--- src/rtl/encode_instruction.sv ---
// Packs decoded RV64I fields into 32-bit instruction words on a valid/ready stream.
// Range-checks immediates and expands LI into ADDI or LUI(+ADDIW).
module encode_instruction #(
    parameter int IMMEDIATE_WIDTH = 32,
    parameter int TYPE_WIDTH      = 3,
    parameter int ERR_CNT_WIDTH   = 16
) (
    input  logic                       clk,
    input  logic                       reset_n,
    input  logic                       in_valid,
    output logic                       in_ready,
    input  logic [TYPE_WIDTH-1:0]      fmt,
    input  logic [6:0]                 opcode,
    input  logic [2:0]                 funct3,
    input  logic [6:0]                 funct7,
    input  logic [4:0]                 rd_number,
    input  logic [4:0]                 rs1_number,
    input  logic [4:0]                 rs2_number,
    input  logic [IMMEDIATE_WIDTH-1:0] imm,
    output logic                       out_valid,
    input  logic                       out_ready,
    output logic [31:0]                out_inst,
    output logic                       out_last,
    output logic                       out_err,
    output logic [ERR_CNT_WIDTH-1:0]   err_count
);

    localparam logic [31:0] NOP = 32'h0000_0013;

    typedef enum logic {S_IDLE, S_LI2} state_t;

    state_t                     r_state;
    state_t                     w_state_next;
    logic                       r_out_valid;
    logic [31:0]                r_out_inst;
    logic                       r_out_last;
    logic                       r_out_err;
    logic [ERR_CNT_WIDTH-1:0]   r_err_count;
    logic [31:0]                r_pend_inst;

    logic                       w_in_ready;
    logic                       w_accept;
    logic                       w_out_hs;
    logic                       w_fits12;
    logic                       w_fits13;
    logic                       w_fits21;
    logic                       w_shift;
    logic [11:0]                w_li_lo;
    logic [19:0]                w_li_hi;
    logic [31:0]                w_word;
    logic [31:0]                w_addiw;
    logic                       w_err;
    logic                       w_last;
    logic                       w_two;

    assign w_fits12 = (imm[IMMEDIATE_WIDTH-1:11] == {(IMMEDIATE_WIDTH-11){imm[11]}});
    assign w_fits13 = (imm[IMMEDIATE_WIDTH-1:12] == {(IMMEDIATE_WIDTH-12){imm[12]}});
    assign w_fits21 = (imm[IMMEDIATE_WIDTH-1:20] == {(IMMEDIATE_WIDTH-20){imm[20]}});
    assign w_shift  = ((opcode == 7'b0010011) || (opcode == 7'b0011011)) &&
                      ((funct3 == 3'b001) || (funct3 == 3'b101));

    // Adding 0x800 before taking bits [31:12] only carries in imm[11].
    assign w_li_lo  = imm[11:0];
    assign w_li_hi  = imm[31:12] + {19'd0, imm[11]};
    assign w_addiw  = {w_li_lo, rd_number, 3'b000, rd_number, 7'b0011011};

    always_comb begin
        w_word = '0;
        w_err  = 1'b0;
        w_last = 1'b1;
        w_two  = 1'b0;
        case (fmt)
            TYPE_WIDTH'(0): w_word = {funct7, rs2_number, rs1_number, funct3, rd_number, opcode};
            TYPE_WIDTH'(1): begin
                if (w_shift) begin
                    w_err  = (imm[IMMEDIATE_WIDTH-1:6] != '0);
                    w_word = {funct7[6:1], imm[5:0], rs1_number, funct3, rd_number, opcode};
                end else begin
                    w_err  = !w_fits12;
                    w_word = {imm[11:0], rs1_number, funct3, rd_number, opcode};
                end
            end
            TYPE_WIDTH'(2): begin
                w_err  = !w_fits12;
                w_word = {imm[11:5], rs2_number, rs1_number, funct3, imm[4:0], opcode};
            end
            TYPE_WIDTH'(3): begin
                w_err  = !w_fits13 || imm[0];
                w_word = {imm[12], imm[10:5], rs2_number, rs1_number, funct3,
                          imm[4:1], imm[11], opcode};
            end
            TYPE_WIDTH'(4): begin
                w_err  = (imm[11:0] != '0);
                w_word = {imm[31:12], rd_number, opcode};
            end
            TYPE_WIDTH'(5): begin
                w_err  = !w_fits21 || imm[0];
                w_word = {imm[20], imm[10:1], imm[11], imm[19:12], rd_number, opcode};
            end
            TYPE_WIDTH'(6): begin
                if (w_fits12) begin
                    w_word = {imm[11:0], 5'd0, 3'b000, rd_number, 7'b0010011};
                end else begin
                    w_word = {w_li_hi, rd_number, 7'b0110111};
                    w_two  = (w_li_lo != '0);
                    w_last = !w_two;
                end
            end
            default: w_err = 1'b1;
        endcase
        if (w_err) begin
            w_word = NOP;
            w_last = 1'b1;
            w_two  = 1'b0;
        end
    end

    always_comb begin
        w_in_ready   = (r_state == S_IDLE) && (!r_out_valid || out_ready);
        w_accept     = in_valid && w_in_ready;
        w_out_hs     = r_out_valid && out_ready;
        w_state_next = r_state;
        case (r_state)
            S_IDLE:  if (w_accept && w_two) w_state_next = S_LI2;
            S_LI2:   if (w_out_hs) w_state_next = S_IDLE;
            default: w_state_next = S_IDLE;
        endcase
    end

    always_ff @(posedge clk or negedge reset_n) begin
        if (!reset_n) r_state <= S_IDLE;
        else          r_state <= w_state_next;
    end

    always_ff @(posedge clk or negedge reset_n) begin
        if (!reset_n) begin
            r_out_valid <= 1'b0;
            r_out_inst  <= '0;
            r_out_last  <= 1'b0;
            r_out_err   <= 1'b0;
            r_err_count <= '0;
            r_pend_inst <= '0;
        end else if (w_accept) begin
            r_out_valid <= 1'b1;
            r_out_inst  <= w_word;
            r_out_last  <= w_last;
            r_out_err   <= w_err;
            if (w_two) r_pend_inst <= w_addiw;
            if (w_err && (r_err_count != '1)) r_err_count <= r_err_count + 1'b1;
        end else if ((r_state == S_LI2) && w_out_hs) begin
            r_out_inst <= r_pend_inst;
            r_out_last <= 1'b1;
            r_out_err  <= 1'b0;
        end else if (w_out_hs) begin
            r_out_valid <= 1'b0;
        end
    end

    assign in_ready  = w_in_ready;
    assign out_valid = r_out_valid;
    assign out_inst  = r_out_inst;
    assign out_last  = r_out_last;
    assign out_err   = r_out_err;
    assign err_count = r_err_count;

endmodule
--- config.mk ---
export PLATFORM = sky130hd
export DESIGN_NAME = encode_instruction
export DESIGN_NICKNAME = d
export VERILOG_FILES = /design/src/rtl/encode_instruction.sv
export SDC_FILE = /design/constraint.sdc
export NUM_CORES = 1
export LEC_CHECK = 0
export ABC_CLOCK_PERIOD_IN_PS = 3400
export CAP_MARGIN = 30
export CORE_MARGIN = 3
export CORE_UTILIZATION = 45
export CTS_BUF_LIST = sky130_fd_sc_hd__clkbuf_8
export DETAILED_ROUTE_END_ITERATION = 8
export HOLD_SLACK_MARGIN = 0.06
export PLACE_DENSITY = 0.76
export SKIP_CTS_REPAIR_TIMING = 1
export SYNTH_ARGS = -nofsm -noshare
export SYNTH_HDL_FRONTEND = slang
export SYNTH_SLANG_ARGS = --single-unit
--- constraint.sdc ---
create_clock -name clk -period 3.4 [get_ports clk]
set_clock_uncertainty 0.15 [all_clocks]
set_input_delay 0.68 -clock clk [delete_from_list [all_inputs] [get_ports clk]]
set_output_delay 0.68 -clock clk [all_outputs]
set_load 0.005 [all_outputs]
==> Yosys cells after proc, flatten, opt, wreduce, memory -nomap -nowiden <==
Cells that the tools add are included.
{ "word_totals": {"reg_bits": 78, "input_bits": 71, "output_inout_bits": 52, "word_cells": 75} }
{ "classes": {"add_sub_neg": 2, "n_eq_ne": 15, "muxes": 24, "bitwise_logic": 1, "reduce_logical": 26} }
{ "op_table": {"columns": ["cell", "n"], "rows": [
  ["$pmux 32 s7", 1],
  ["$mux 32", 5],
  ["$reduce_bool 26->1", 1],
  ["$add 20x1->20", 1],
  ["$eq 20x20->1", 1],
  ["$eq 19x19->1", 1],
  ["$add 16x1->16 const B", 1],
  ["$mux 1", 16],
  ["$ne 16x16->1 const B", 1],
  ["$eq 7x5->1 const B", 2],
  ["$eq 3x3->1 const B", 4],
  ["$reduce_bool 12->1", 1],
  ["$eq 11x11->1", 1],
  ["$logic_and 1x1->1", 7],
  ["$eq 3x1->1 const B", 2],
  ["$eq 3x2->1 const B", 2],
  ["$pmux 1 s6", 1],
  ["$reduce_and 2->1", 3],
  ["$logic_not 1->1", 5],
  ["$logic_or 1x1->1", 5],
  ["$reduce_bool 2->1", 2],
  ["$logic_not 3->1", 1],
  ["$ne 2x2->1 const B", 1],
  ["$pmux 1 s2", 1],
  ["2 further kinds", 2]
]} }

==> Longest topological paths before layout <==
{ "depth": {"ltp_word": 9, "mapped_depth": 11, "mapped_depth_nobuf": 9} }

==> Worst setup path before layout <==
No wires, ideal clock.
{ "synth_timing": {"kind": "input port to flip-flop", "from": "input port imm[11]", "to": "register r_pend_inst[15]", "setup_ps": 128, "arrival_time_ps": 2666, "t_required_ps": 3122, "setup_slack_ps": 457, "stages": 9, "n_path_buf": 1, "path_cell_list": "ha_1 > nor4_1 > nand3_1 > a2bb2oi_2 > a221oi_2 > o21ai_2 > nor3_2 > buf_4 > mux2_1"} }
{ "synth_between": {"elab_chain_len": 6, "word_cells_on_any_way": 10, "cone_classes": "eq/ne (1); mux (5); reduce/logical (4)"} }
{ "synth_lines": {"columns": ["element", "line", "source"], "rows": [
  ["start, declared", "19", "input logic [IMMEDIATE_WIDTH-1:0] imm,"],
  ["$eq 20x20->1", "56", "assign w_fits12 = (imm[IMMEDIATE_WIDTH-1:11] == {(IMMEDIATE_WIDTH-11){imm[11]}});"],
  ["$logic_not 1->1", "79, 84", null],
  ["$mux 1", "75", "if (w_shift) begin"],
  ["$pmux 1 s6", "72", "case (fmt)"],
  ["$mux 1 (*)", "111", "if (w_err) begin"],
  ["$reduce_and 2->1 (no source line) (*)", null, null],
  ["end signal, assigned", "148", "if (w_two) r_pend_inst <= w_addiw;"],
  ["end, declared", "39", "logic [31:0] r_pend_inst;"]
]} }
Mark *: on every way between the ends. The rest lies on a longest branch, timed or not.
A chain may end at the register's enable or synchronous reset.

==> Worst setup path after layout <==
{ "layout_timing": {"from": "input port imm[21]", "to": "register r_pend_inst[15]"} }
{ "layout_between": {"elab_chain_len": 6, "word_cells_on_any_way": 15, "cone_classes": "eq/ne (3); mux (5); reduce/logical (7)"} }
{ "layout_lines": {"columns": ["element", "line"], "rows": [
  ["$eq 20x20->1, or another cell as far along", "56"],
  ["$logic_not 1->1, on equally long branches", null],
  ["$mux 1, or another cell as far along", "75"],
  ["$pmux 1 s6", "72"],
  ["$mux 1 (*)", "111"],
  ["$reduce_and 2->1 (no source line) (*)", null]
]} }
Marked as above.

==> flow_metrics.env <==
export IMPL_max_freq_ghz=0.303
export IMPL_worstSetupPathType="in -> reg"
export IMPL_coreArea_um2=9420
export IMPL_status="complete, no violations"
export IMPL_antenna_found_initial=0
export IMPL_antenna_left=0
export IMPL_synthesis_area_um2=4460
export IMPL_met3_usage=0.0429
export IMPL_cts_tree="done"
export IMPL_synth_warnings=0
export IMPL_crit_path_end_kind="register"
export IMPL_cts_buffers=9
export IMPL_fillers=740
export IMPL_synth_ff_type="dfrtp_1"
export IMPL_drt_iter0_drc=419
export IMPL_slowest_delay_ns=0.51
export IMPL_h_tree_depth=3
export IMPL_post_drt_wl_per_cell_um=19.2
export IMPL_synth_cell_types=65
export IMPL_yosys_register_bits=70
export IMPL_layout_drive_gt1_share=0.183
export IMPL_multi_input_area_um2=2610
export IMPL_num_vias=4893
export IMPL_slew_headroom=0.627
export IMPL_drc=0
export IMPL_cts_sinks=70
export IMPL_cts_max_path_buffers=2
export IMPL_grt_pass1_wl_um=25500
export IMPL_totalWireLength_um=16100
export IMPL_syn_avg_cell_area_um2=8.64
export IMPL_p_leak_nw=2.92
export IMPL_die_height_um=106
export IMPL_met1_usage=0.374
export IMPL_grt_usage=0.285
export IMPL_p_per_area_nw_per_um2=415
export IMPL_worst_path_max_delay_cell="clkdlybuf4s50_1"
export IMPL_port_buffers=122
export IMPL_hold_path_class="in -> async"
export IMPL_place_area_um2=6390
export IMPL_cpMostUsedCell="buf_6"
export IMPL_grt_pass1_vias=4979
export IMPL_die_x_um=106
export IMPL_nets=784
export IMPL_crit_required_ns=3.46
export IMPL_overflow=0
export IMPL_ys_seq_area_frac=0.393
export IMPL_cp_start_kind="input port"
export IMPL_hpwl_um=12800
export IMPL_period_needed_ns=3.30
export IMPL_seq_area_um2=1750
export IMPL_clk_pin_slew_ns=0.08
export IMPL_gr_usage_met2=0.485
export IMPL_worst_slew_pin_slew_ns=0.553
export IMPL_worstSkewPairLatency_ns=0.33
export IMPL_syn_inst=516
export IMPL_final_core_util=0.715
export IMPL_rows=35
export IMPL_drt_first_pass_iters=5
export IMPL_io_pins=123
export IMPL_whs_ns=0.142
export IMPL_viasPerCell=5.82
export IMPL_cap_violations=0
export IMPL_finalInstanceArea_um2=6730
export IMPL_fin_crit_sh=0.969
export IMPL_synth_edf_count=0
export IMPL_initial_core_util=0.474
export IMPL_arrival_ns=3.35
export IMPL_syn_to_final_growth_pct=50.9
export IMPL_synthArstFlopShare=1.00
export IMPL_rrSetupSlack_ns=1.07
export IMPL_n_antenna_cell=0
export IMPL_syn_num_nets=593
export IMPL_setup_viol=0
export IMPL_grt_busiest_layer="met2"
export IMPL_final_max_slew_viol_count=0
export IMPL_final_hold_violation_count=0
export IMPL_grt_max_degree=32
export IMPL_die_area_um2=11100
export IMPL_cts_root_buf="clkbuf_8"
export IMPL_crit_fanout=5
export IMPL_crit_chain="clkdlybuf4s50_1 > inv_1 > ha_1 > nor4bb_1 > a41oi_1 > a221oi_4 > o21ai_2 > nor3_4 > buf_6 > buf_6 > mux2_1"
export IMPL_gp_congestion=0.991
export IMPL_irDropWorstVdd_uv=245
==> layout make-up <==
type / instances / area share
multi-input cells: 404 / 0.387
repair buffers: 211 / 0.290
flip-flops and latches: 70 / 0.260
well taps: 129 / 0.0240
clock buffers: 9 / 0.0184
clock inverters: 7 / 0.0145
inverters: 11 / 0.00613
==> per-layer routing <==
| metal | vias up | wire length (um) |
|---|---|---|
| met5 | - | 0 |
| li1 | 2275 | - |
| met1 | 2354 | 6840 |
| met3 | 38 | 1060 |
| met2 | 226 | 7830 |
| met4 | 0 | 396 |
==> metrics by stage <==
stage               setup slack, ns  setup TNS (ns)  instances  power, mW
finish                        0.104               0        841       2.79
global placement             -0.240           -6.58        822       1.99
floorplan                     0.457               0        516       1.46
global route                -0.0398          -0.217        841       2.92
detailed placement           -0.358          -12.37        822       2.02
CTS                         -0.0245         -0.0382        838       2.79
==> cell usage in the layout, fill, tap and decap left out, types with 8 or more instances in the layout <==
| cell | count |
|---|---|
| a21oi_1 | 46 |
| a22oi_1 | 9 |
| and3_1 | 8 |
| buf_4 | 80 |
| clkbuf_8 | 9 |
| clkdlybuf4s50_1 | 120 |
| dfrtp_1 | 70 |
| inv_1 | 11 |
| mux2_1 | 18 |
| nand2_1 | 62 |
| nand3_1 | 27 |
| nand4_1 | 10 |
| nor2_1 | 51 |
| nor3_1 | 17 |
| nor4_1 | 9 |
| o21ai_0 | 14 |
| xor2_1 | 19 |
==> flip-flops by register name (all words and copies together) (netlist names) <==
| name | flops |
|---|---|
| out_last | 1 |
| r_state | 1 |
| out_valid | 1 |
| out_err | 1 |
| r_pend_inst | 18 |
| out_inst | 32 |
| err_count | 16 |
==> final timing paths <==
check	endpoint	depth (start not counted)	start
min in group clk	err_count[9]	1	err_count[9]
max	r_pend_inst[15]	11	imm[21]
min	err_count[2]	1	reset_n
max in group asynchronous	r_pend_inst[15]	2	reset_n
max reg2reg	err_count[1]	8	err_count[0]
min reg2reg	err_count[9]	1	err_count[9]
==> logic make-up after synthesis <==
| kind of cell | after synthesis | synth area share |
|---|---|---|
| adder cells (fa/ha/maj) | 6 | 0.0168 |
| flip-flops | 70 | 0.393 |
| buffers and inverters | 42 | 0.0410 |
| AND/OR/NAND/NOR | 226 | 0.255 |
| multiplexers | 24 | 0.0595 |
| AO/OA/AOI/OAI | 124 | 0.187 |
| XOR/XNOR | 24 | 0.0471 |
==> power breakdown <==
part | leakage [nW] | switching, mW | internal (mW)
clock | 0.106 | 0.353 | 0.416
combinational | 1.94 | 0.390 | 0.505
sequential | 0.880 | 0.123 | 1.00
==> cell usage after synthesis, types with 3 or more instances <==
cell,count,share of area
a211oi_1,3,0.0051
clkbuf_1,17,0.014
nor3_1,18,0.020
a221oi_1,5,0.0098
inv_1,11,0.0093
and3_1,8,0.011
nor2_1,51,0.043
nor2b_1,5,0.0070
a221o_1,4,0.0090
nor4b_1,3,0.0059
or3_1,3,0.0042
ha_1,6,0.017
dfrtp_1,70,0.39
o21ai_0,14,0.016
or2_2,3,0.0042
a21oi_1,47,0.053
a22oi_1,9,0.015
a22o_1,4,0.0079
nor4_1,12,0.017
nand3_1,27,0.030
buf_2,7,0.0079
a31oi_1,4,0.0056
nand2b_1,4,0.0056
xor2_1,19,0.037
o211ai_1,5,0.0084
mux2_1,18,0.045
nor3b_1,4,0.0067
xnor2_1,5,0.0098
nor4_2,3,0.0084
buf_4,4,0.0067
mux2i_1,4,0.0090
nand2_1,62,0.052
o22ai_1,4,0.0056
nand4_1,10,0.014
==> critical path, delay by kind of cell <==
family / cells / cell delay (ns)
buf+inv: 4 / 0.96
compound gates: 3 / 0.61
simple gates: 2 / 0.58
mux: 1 / 0.33
fa+ha+maj: 1 / 0.17
(Power assumes the default switching activity.)
